--- src/rtl/hf_tag_manchester_tx.sv ---
`default_nettype none
// ============================================================================
// Module   : hf_tag_manchester_tx
// Purpose  : ISO14443-A tag->reader transmitter, byte FIFO to Manchester-coded
//            fc/16 subcarrier load modulation. Option macro: TAGSIM_PARITY_EN
// Revision : 1.0 - initial release
// ============================================================================
module hf_tag_manchester_tx #(
  parameter int SUB_DIV    = 16,
  parameter int BIT_LEN    = 128,
  parameter int FIFO_DEPTH = 4
) (
  input  logic       ck_1356meg,
  input  logic       reset,
  input  logic [7:0] tx_data,
  input  logic       tx_last,
  input  logic       tx_valid,
  output logic       tx_ready,
  output logic       mod_out,
  output logic       busy,
  output logic       underrun
);
  localparam int c_CNT_W = $clog2(BIT_LEN);
  localparam int c_AW    = $clog2(FIFO_DEPTH);

  localparam logic [c_CNT_W-1:0] c_BIT_LAST = c_CNT_W'(BIT_LEN - 1);
  localparam logic [c_CNT_W-1:0] c_HALF_BIT = c_CNT_W'(BIT_LEN / 2);
  localparam logic [c_CNT_W-1:0] c_SUB      = c_CNT_W'(SUB_DIV);
  localparam logic [c_CNT_W-1:0] c_HALF_SUB = c_CNT_W'(SUB_DIV / 2);
  localparam logic [c_CNT_W-1:0] c_CNT_ONE  = c_CNT_W'(1);
  localparam logic [c_AW:0]      c_PTR_ONE  = (c_AW+1)'(1);

  localparam logic [2:0] c_ST_IDLE = 3'd0;
  localparam logic [2:0] c_ST_SOF  = 3'd1;
  localparam logic [2:0] c_ST_DATA = 3'd2;
  localparam logic [2:0] c_ST_PAR  = 3'd3;
  localparam logic [2:0] c_ST_EOF  = 3'd4;

  logic [c_CNT_W-1:0] r_carrier_cnt;
  logic [8:0]         r_mem [FIFO_DEPTH];
  logic [c_AW:0]      r_wptr, r_rptr;
  logic [2:0]         r_state, w_state_next, w_after_byte;
  logic [7:0]         r_shift;
  logic [2:0]         r_bit_idx;
  logic               r_par, r_last, r_mod_out;
  logic               w_tick, w_empty, w_full, w_push, w_pop, w_byte_end;
  logic               w_bit_val, w_active, w_first_half, w_sub_high;
  logic [8:0]         w_head;

  assign w_tick       = (r_carrier_cnt == c_BIT_LAST);
  assign w_first_half = (r_carrier_cnt < c_HALF_BIT);
  assign w_sub_high   = ((r_carrier_cnt % c_SUB) < c_HALF_SUB);

  always_ff @(posedge ck_1356meg or posedge reset) begin
    if (reset)       r_carrier_cnt <= '0;
    else if (w_tick) r_carrier_cnt <= '0;
    else             r_carrier_cnt <= r_carrier_cnt + c_CNT_ONE;
  end

  // FIFO entries hold {tx_last, tx_data}; ready derives from pointers only
  assign w_empty  = (r_wptr == r_rptr);
  assign w_full   = (r_wptr[c_AW] != r_rptr[c_AW]) &&
                    (r_wptr[c_AW-1:0] == r_rptr[c_AW-1:0]);
  assign tx_ready = !w_full;
  assign w_push   = tx_valid && !w_full;
  assign w_head   = r_mem[r_rptr[c_AW-1:0]];

  always_ff @(posedge ck_1356meg) begin
    if (w_push) r_mem[r_wptr[c_AW-1:0]] <= {tx_last, tx_data};
  end

  always_ff @(posedge ck_1356meg or posedge reset) begin
    if (reset) begin
      r_wptr <= '0;
      r_rptr <= '0;
    end else begin
      if (w_push) r_wptr <= r_wptr + c_PTR_ONE;
      if (w_pop)  r_rptr <= r_rptr + c_PTR_ONE;
    end
  end

`ifdef TAGSIM_PARITY_EN
  assign w_byte_end = (r_state == c_ST_PAR);
`else
  assign w_byte_end = (r_state == c_ST_DATA) && (r_bit_idx == 3'd7);
`endif

  assign w_after_byte = (r_last || w_empty) ? c_ST_EOF : c_ST_DATA;
  assign w_pop = w_tick && ((r_state == c_ST_SOF) ||
                            (w_byte_end && !r_last && !w_empty));

  always_ff @(posedge ck_1356meg or posedge reset) begin
    if (reset)       r_state <= c_ST_IDLE;
    else if (w_tick) r_state <= w_state_next;
  end

  always_comb begin
    w_state_next = r_state;
    case (r_state)
      c_ST_IDLE: if (!w_empty) w_state_next = c_ST_SOF;
      c_ST_SOF:  w_state_next = c_ST_DATA;
      c_ST_DATA: begin
        if (w_byte_end)               w_state_next = w_after_byte;
        else if (r_bit_idx == 3'd7)   w_state_next = c_ST_PAR;
      end
      c_ST_PAR:  w_state_next = w_after_byte;
      c_ST_EOF:  w_state_next = w_empty ? c_ST_IDLE : c_ST_SOF;
      default:   w_state_next = c_ST_IDLE;
    endcase
  end

  always_comb begin
    busy      = (r_state != c_ST_IDLE);
    underrun  = w_tick && w_byte_end && !r_last && w_empty;
    w_bit_val = 1'b0;
    w_active  = 1'b0;
    case (r_state)
      c_ST_SOF:  begin w_bit_val = 1'b1;       w_active = 1'b1; end
      c_ST_DATA: begin w_bit_val = r_shift[0]; w_active = 1'b1; end
      c_ST_PAR:  begin w_bit_val = r_par;      w_active = 1'b1; end
      default:   ;
    endcase
  end

  always_ff @(posedge ck_1356meg or posedge reset) begin
    if (reset) begin
      r_shift   <= '0;
      r_bit_idx <= '0;
      r_par     <= 1'b0;
      r_last    <= 1'b0;
    end else if (w_pop) begin
      r_shift   <= w_head[7:0];
      r_last    <= w_head[8];
      r_par     <= ~^w_head[7:0];
      r_bit_idx <= '0;
    end else if (w_tick && (r_state == c_ST_DATA)) begin
      r_shift   <= {1'b0, r_shift[7:1]};
      r_bit_idx <= r_bit_idx + 3'd1;
    end
  end

  // Logic 1 modulates the first half-bit, logic 0 the second
  always_ff @(posedge ck_1356meg or posedge reset) begin
    if (reset) r_mod_out <= 1'b0;
    else       r_mod_out <= w_active && w_sub_high &&
                            (w_bit_val ? w_first_half : !w_first_half);
  end

  assign mod_out = r_mod_out;

endmodule
`default_nettype wire

--- config.mk ---
export PLATFORM = sky130hd
export DESIGN_NAME = hf_tag_manchester_tx
export DESIGN_NICKNAME = d
export VERILOG_FILES = /design/src/rtl/hf_tag_manchester_tx.sv
export SDC_FILE = /design/constraint.sdc
export NUM_CORES = 1
export LEC_CHECK = 0
export ABC_CLOCK_PERIOD_IN_PS = 4300
export BUFFER_PORTS_ARGS = -buffer_cell sky130_fd_sc_hd__buf_4
export CORE_UTILIZATION = 35
export CTS_CLUSTER_DIAMETER = 200
export DETAILED_ROUTE_END_ITERATION = 10
export RECOVER_POWER = 50
export SLEW_MARGIN = 0
export SYNTH_ARGS = -nofsm -noshare
export SYNTH_HDL_FRONTEND = slang
export SYNTH_SLANG_ARGS = --single-unit
--- constraint.sdc ---
create_clock -name ck_1356meg -period 4.3 [get_ports ck_1356meg]
set_input_delay 0.215 -clock ck_1356meg [delete_from_list [all_inputs] [get_ports ck_1356meg]]
set_output_delay 0.215 -clock ck_1356meg [all_outputs]
set_load 0.1 [all_outputs]
* Word-level counts from Yosys, hierarchy flattened *
Memories as Yosys holds them, arrays and structs flattened.
Cells that the tools add are included.

word-level totals
  bits in registers = 30
  bits in writable memories = 36
  input bits = 12
  output and inout bits = 4
  logic and storage cells = 67
  memories kept = 1

operators by class
  add/sub/neg operators = 4
  magnitude comparators = 2
  equal/unequal tests = 11
  muxes and demuxes = 16
  reduce and logical (&&, ||, !) cells = 24

memory list
  memory  words  bits a word  read ports  clocked after Yosys merged registers in  write ports  line  RTL
  r_mem   4      9            1           0                                        1            40    logic [8:0] r_mem [FIFO_DEPTH];

operators with widths
  kind                                                                     number
  3-bit 2-to-1 mux                                                         6
  8-bit 2-to-1 mux                                                         2
  3-bit one-hot mux with 5 select lines                                    1
  1-bit logical AND                                                        12
  3-bit by 1-bit adder with 3-bit output, second input constant            3
  8-bit XNOR reduction                                                     1
  7-bit by 1-bit adder with 7-bit output, second input constant            1
  7-bit == test, second input constant                                     1
  7-bit < comparator, second input constant                                1
  7-bit 2-to-1 mux                                                         1
  3-bit by 2-bit == test with 1-bit output, second input constant          2
  3-bit == test, second input constant                                     2
  1-bit 2-to-1 mux                                                         5
  1-bit logical NOT                                                        4
  4-bit < comparator, second input constant                                1
  3-bit by 1-bit == test with 1-bit output, second input constant          1
  3-bit == test                                                            1
  3-bit logical NOT                                                        1
  3-bit by 2-bit inequality test with 1-bit output, second input constant  1
  1-bit one-hot mux with 3 select lines                                    1
  3-bit AND reduction                                                      1
  3-bit nonzero test                                                       1
  3-bit OR reduction                                                       1
  2-bit == test                                                            1
  4 further kinds                                                          5

* Logic depth before layout (Yosys ltp) *
Gate-level depths: netlist of the first run.

  depth after elaboration = 7
  gate-level depth with buffers = 8
  mapped depth without buffers = 7

* Worst setup path after synthesis of the first run *
No wires, ideal clock.

  path kind = reg-to-output
  from = register r_rptr[0]
  to = output underrun
  data arrival time = 3967 ps
  required time = 4085 ps
  slack = 118 ps
  cell stages (with the launch flop) = 6
  buffers on the path = 1
  cell sequence = dfrtp_1 > buf_6 > xor2_4 > nor3_1 > nand3b_1 > nor4_1

on the way
  word-level cells in the longest chain between the ends = 2

RTL lines
  element                 line  RTL
  from (decl)             41    logic [c_AW:0] r_wptr, r_rptr;
  from (signal assigned)  78    if (w_pop) r_rptr <= r_rptr + c_PTR_ONE;
  3-bit == test           61    assign w_empty = (r_wptr == r_rptr);
  1-bit logical AND       114   underrun = w_tick && w_byte_end && !r_last && w_empty;
  to (decl)               21    output logic underrun

No other way between the ends.

* Worst setup path in the final report of the first run *
Same ends and word-level chain as after synthesis.

==> flow_summary_export.csv, run 1 <==
group,metric,value,unit
status,status,"complete, but fails checks",
status,violations,"capacitance limit, slew limit",
global_routing,grt_max_degree,31,
worst_hold_path,worstHoldPathType,"in -> reg",
run,max_cap_violations,1,
worst_setup_path,cp.required,4.09,ns
routing,ant_nets,0,
global_routing,grt_pass1_vias,1456,
cells_and_area,nets,232,
floorplan,core,7890,um2
cells_and_area,drive_above_1_share,0.184,
cells_and_area,area_growth,12.2,%
cells_and_area,final_cell_mix,"edfxtp_1, dfrtp_1, xnor2_1, nor2_1, clkbuf_1",
sta,min_period,2.70,ns
cells_and_area,multi_input_area,1030,um2
routing,drt_pass1_iterations,4,
yosys,ys_seq_area_frac,0.628,
power_and_ir_drop,p_total,1500,uW
worst_setup_path,cp-end-kind,"output port",
placed_design,globalplace.congestion,0.670,
floorplan,pin_count,16,
routing,vias,1529,
clock_tree,ctsHtreeMaxLevel,3,
cells_and_area,layout_commonest_cell,"edfxtp_1",
sta,setup_viol,0,
sta,grt_setup_unrepaired,"false",
routing,first_iter_violations,122,
floorplan,die_area,8710,um2
global_routing,grt-ovfl-total,0,
routing,drt_wl_total,4510,um
clock_tree,post_cts.repair.setup_buffers,0,
worst_setup_path,cp-start-kind,"register",
sta,period_share,0.628,
yosys,syn-cell-area,2920,um2
clock_tree,cts.clk_slew.worst_paths,0.08,ns
floorplan,initial_core_util,0.370,
worst_setup_path,path_max_fanout,12,
routing,wl_per_cell,14.1,um
sta,fmax,0.371,GHz
floorplan,rows,32,
yosys,synth_top_area_share,0.370,
floorplan,die_h,93.3,um
clock_tree,tritoncts,"done",
cells_and_area,n_antenna_cell,0,
power_and_ir_drop,ir_drop,0.258,mV
clock_tree,numCtsBuffers,9,
worst_setup_path,crit_type,"reg -> out",
placed_design,portBuffers,15,
yosys,synth_area_leader_cell,"edfxtp_1",
yosys,syn_nets,211,
yosys,yosysUniqueCellTypes,42,
routing,remaining_drc_errors,0,
global_routing,grt_pass1_wl,7490,um
sta,hold_viol,0,
placed_design,hpwl,3010,um
clock_tree,root_buffer,"clkbuf_8",
clock_tree,clock_latency,0.34,ns
cells_and_area,fill_cells,725,
sta,tns,0,ns
yosys,synth.avg_cell_area,15.3,um2
power_and_ir_drop,p_per_area,458,nW/um2
yosys,ys_warn_count,0,
worst_setup_path,cp.arrival,2.48,ns
global_routing,grt_use_total,0.119,
sta,relSlewSlack,-0.0787,
global_routing,antenna_found_initial,0,
sta,drv_slew,31,
clock_tree,clockBufferDepth,2,
yosys,synth-seq-cells,66,
cells_and_area,seqCellArea,1830,um2
sta,tightest_slew,1.62,ns
yosys,synth.area.top_cells,"edfxtp_1, dfrtp_1, mux4_2",
sta,skew,0.00424,ns
power_and_ir_drop,power.leakage,0.00123,uW
floorplan,die_x,93.3,um
routing,avgViaCountPerCell,4.79,
yosys,synth_cells,191,
clock_tree,cts.sinks,66,
[kinds of logic after synthesis]
group | Yosys count | synth area share
mux | 21 | 0.115
buf+inv | 10 | 0.0201
fa+ha+maj | 8 | 0.0343
xor+xnor | 18 | 0.0604
compound gates | 24 | 0.0609
simple gates | 44 | 0.0814
flops | 66 | 0.628
[final timing paths]
| path | start | endpoint | slack [ns] | cells after the start |
|---|---|---|---|---|
| max | r_rptr[0]$_DFFE_PP0N_ | underrun | 1.60 | 5 |
| min | tx_data[3] | r_mem[0][3]$_DFFE_PP_ | 0.13 | 1 |
| max reg2reg | r_bit_idx[0]$_DFFE_PP0P_ | r_shift[2]$_DFFE_PP0P_ | 1.75 | 7 |
| min reg2reg | r_carrier_cnt[4]$_DFF_PP0_ | r_carrier_cnt[4]$_DFF_PP0_ | 0.49 | 1 |
| max in group asynchronous | reset | r_rptr[0]$_DFFE_PP0N_ | 2.37 | 4 |
| min in group asynchronous | reset | r_carrier_cnt[2]$_DFF_PP0_ | 0.99 | 4 |
[worst max-delay path, cell delays in order (launching register included)]
cell,delay (ns)
dfrtp_1,0.87
xor2_4,0.16
nor3_1,0.43
nand3b_1,0.12
nor4_1,0.21
buf_4,0.35
[area by class of cell]
class | instances | area share
flip-flops and latches | 66 | 0.559
well taps | 102 | 0.0390
repair buffers | 17 | 0.0283
inverters | 3 | 0.00344
clock buffers | 9 | 0.0378
clock inverters | 7 | 0.0180
multi-input cells | 115 | 0.314
[per-stage QoR]
step	hold slack, ns	utilization	worst slack [ns]	cells	instance area, um2
floorplan	0.306	-	0.118	191	2920
CTS	0.0440	0.420	1.56	319	3310
detailed placement	0.329	0.395	1.74	302	3120
global route	0.119	0.415	1.35	319	3270
finish	0.127	0.415	1.60	319	3270
global placement	0.326	0.395	1.78	302	3120
[power breakdown]
part           switching [uW]  internal [uW]
Sequential               35.2            759
Combinational             146           84.6
Clock                     257            218
[registers in the layout, indices dropped and copies added (netlist names)]
| signal | count |
|---|---|
| mod_out | 1 |
| r_bit_idx | 3 |
| r_carrier_cnt | 7 |
| r_last | 1 |
| r_mem | 36 |
| r_par | 1 |
| r_rptr | 3 |
| r_shift | 8 |
| r_state | 3 |
| r_wptr | 3 |
[synth_stat cells, drive strengths merged]
master and n:
nand3 4, nor2 11, and3 5, a21oi 10, clkbuf 2, mux4 9
a21o 1, buf 5, and2 1, or3 2, mux2 5, edfxtp 36
nand2b 3, xnor2 11, a22o 3, nor2b 1, nor4 3, and4 1
nor3 2, mux2i 7, o211ai 1, o22ai 1, a211oi 2, ha 8
dfrtp 30, nor4bb 1, xor2 7, inv 3, a211o 1, o31ai 2
nand3b 1, nand2 7, o21ai 3, nor3b 2
[per-layer routing]
| metal | GRT usage | up-vias | share of wire |
|---|---|---|---|
| met5 | 0 | - | 0 |
| met4 | 0.0538 | 0 | 0.010 |
| met3 | 0.0447 | 8 | 0.046 |
| met2 | 0.176 | 33 | 0.45 |
| met1 | 0.156 | 735 | 0.49 |
| li1 | - | 753 | - |
[what timing repair did]
| item | in CTS | in global routing |
|---|---|---|
| endpoints found under the hold margin | 30 | 0 |
| gates resized for setup | 0 | 0 |
| hold buffers | 1 | 0 |
Power figures use the tool's default switching activity.
==> run 2, diff against run 1 <==
--- a/config.mk
+++ b/config.mk
@@ -5,7 +5,7 @@
 export SDC_FILE = /design/constraint.sdc
 export NUM_CORES = 1
 export LEC_CHECK = 0
-export ABC_CLOCK_PERIOD_IN_PS = 4300
+export ABC_CLOCK_PERIOD_IN_PS = 2270
 export BUFFER_PORTS_ARGS = -buffer_cell sky130_fd_sc_hd__buf_4
 export CORE_UTILIZATION = 35
 export CTS_CLUSTER_DIAMETER = 200
==> constraint.sdc (replaced) <==
create_clock -name ck_1356meg -period 2.27 [get_ports ck_1356meg]
set_input_delay 0.1135 -clock ck_1356meg [delete_from_list [all_inputs] [get_ports ck_1356meg]]
set_output_delay 0.1135 -clock ck_1356meg [all_outputs]
set_load 0.1 [all_outputs]
==> run 2 against run 1 <==
The flow now finishes without violations. Combinational power is 120% higher. Worst hold slack better by 0.0086 ns. Clock power grew 100%. Global-route usage grew 1.1 points. First-iteration DRC count decreased by 57%. Core utilization increased by 3.5 points.
==> flow_summary_export.csv, run 2 (synthesis results as in run 1) <==
group,metric,value,unit
status,status,"finished clean",
worst_setup_path,cp-end-kind,"output port",
routing,drt_wl_total,4860,um
cells_and_area,layout_commonest_cell,"edfxtp_1",
worst_setup_path,path_max_fanout,6,
worst_setup_path,cp.arrival,2.03,ns
clock_tree,root_buffer,"clkbuf_8",
floorplan,die_area,8710,um2
power_and_ir_drop,p_per_area,835,nW/um2
sta,drv_slew,0,
placed_design,portBuffers,15,
routing,drt_pass1_iterations,4,
routing,wl_per_cell,14.2,um
clock_tree,ctsHtreeMaxLevel,3,
sta,tns,0,ns
sta,tightest_slew,0.770,ns
routing,vias,1612,
power_and_ir_drop,power.leakage,0.00136,uW
worst_setup_path,crit_start,"r_carrier_cnt[0]$_DFF_PP0_",
global_routing,grt_use_total,0.131,
worst_setup_path,crit_type,"reg -> out",
run,max_cap_violations,0,
worst_hold_path,worstHoldPathType,"in -> reg",
global_routing,grt-ovfl-total,0,
floorplan,die_x,93.3,um
cells_and_area,nets,254,
placed_design,hpwl,3290,um
power_and_ir_drop,swShare,0.277,
global_routing,grt_pass1_vias,1647,
global_routing,grt_pass1_wl,8260,um
clock_tree,clockBufferDepth,2,
floorplan,core,7890,um2
sta,hold_viol,0,
sta,skew,0.00560,ns
power_and_ir_drop,ir_drop,0.604,mV
routing,ant_nets,0,
routing,remaining_drc_errors,0,
sta,whs,0.136,ns
cells_and_area,drive_above_1_share,0.251,
worst_setup_path,rr_startpoint,"r_bit_idx[0]$_DFFE_PP0P_",
cells_and_area,largest_register_ffs,36,
sta,fmax,0.465,GHz
power_and_ir_drop,p_clk_frac,0.322,
power_and_ir_drop,p_seq_frac,0.508,
power_and_ir_drop,p_switching,822,uW
cells_and_area,area_growth,21.6,%
floorplan,pin_count,16,
clock_tree,tritoncts,"done",
clock_tree,cts.sinks,66,
sta,relSlewSlack,0.487,
global_routing,antenna_found_initial,0,
worst_setup_path,cp-start-kind,"register",
sta,setup_viol,0,
worst_hold_path,min-delay-start,"tx_valid",
floorplan,initial_core_util,0.370,
clock_tree,cts.clk_slew.worst_paths,0.07,ns
power_and_ir_drop,p_comb_frac,0.171,
cells_and_area,fill_cells,707,
cells_and_area,n_antenna_cell,0,
floorplan,die_h,93.3,um
cells_and_area,final_cell_mix,"edfxtp_1, dfrtp_1, buf_4, xnor2_1, nor2_1",
routing,first_iter_violations,53,
placed_design,globalplace.congestion,0.701,
sta,min_period,2.15,ns
worst_setup_path,cp.required,2.16,ns
sta,setup_slack,0.122,ns
clock_tree,post_cts.repair.setup_buffers,0,
placed_design,dp_slack,0.136,ns
floorplan,rows,32,
power_and_ir_drop,p_int,2140,uW
sta,period_share,0.946,
sta,grt_setup_unrepaired,"true",
clock_tree,numCtsBuffers,9,
clock_tree,clock_latency,0.34,ns
global_routing,grt_max_degree,31,
routing,avgViaCountPerCell,4.73,
==> run 2: cell count changes in the layout (fill, tap and decap cells not counted), moves of 2 or more <==
cell,previous run,this run
inv_6,4,1
buf_12,0,2
dlygate4sd3_1,1,10
clkinv_2,0,2
buf_4,5,15
==> run 2: worst paths after layout <==
path / to / slack (ns) / depth (start not counted)
min: r_wptr[0]$_DFFE_PP0N_ / 0.14 / 3
max in group asynchronous: r_rptr[0]$_DFFE_PP0N_ / 1.19 / 4
max: underrun / 0.12 / 6
min reg2reg: r_carrier_cnt[0]$_DFF_PP0_ / 0.47 / 1
max reg2reg: r_last$_DFFE_PP0N_ / 0.16 / 7
min in group asynchronous: r_carrier_cnt[1]$_DFF_PP0_ / 0.54 / 4
==> run 2: stage by stage <==
stage | util | std cells | total power (uW) | area, um2
finish | 0.450 | 341 | 2970 | 3550
global route | 0.450 | 341 | 3130 | 3550
CTS | 0.452 | 341 | 3010 | 3570
detailed placement | 0.413 | 315 | 2020 | 3260
global placement | 0.413 | 315 | 2010 | 3260
floorplan | - | 191 | 1860 | 2940
==> run 2: power groups by stage <==
| stage | Combinational, uW | Clock [uW] | Sequential [uW] |
|---|---|---|---|
| floorplan | 347 | 0 | 1510 |
| global placement | 481 | 0 | 1530 |
| detailed placement | 489 | 0 | 1530 |
| CTS | 511 | 991 | 1510 |
| global route | 565 | 1050 | 1520 |
| finish | 506 | 954 | 1510 |
==> run 2: repair_timing <==
action                                 CTS  global route
setup endpoints to repair                1             6
gates resized for setup                  3             6
hold buffers                            10             0
endpoints found under the hold margin   66             0
gates cloned                             0             0
==> run 2: routing by layer <==
layer,wire length (um),global-route usage
met3,201,0.0545
met4,77,0.0538
met1,2430,0.177
met2,2150,0.184
met5,0,0
==> run 2: worst max-delay path: stages (launching register included) <==
cell and delay [ns]:
dfrtp_1 0.37, ha_2 0.21, and4_4 0.26, nand3_4 0.12, buf_4 0.19, nor4_4 0.26, buf_6 0.26
==> run 2: final cells by class <==
cell class / count / area [um2] / area share
clock buffer: 9 / 124 / 0.0349
clock inverter: 7 / 68.8 / 0.0194
inverter: 3 / 11.3 / 0.00317
multi-input combinational: 115 / 1080 / 0.303
sequential: 66 / 1830 / 0.516
tap: 102 / 128 / 0.0359
timing repair buffer: 39 / 310 / 0.0874
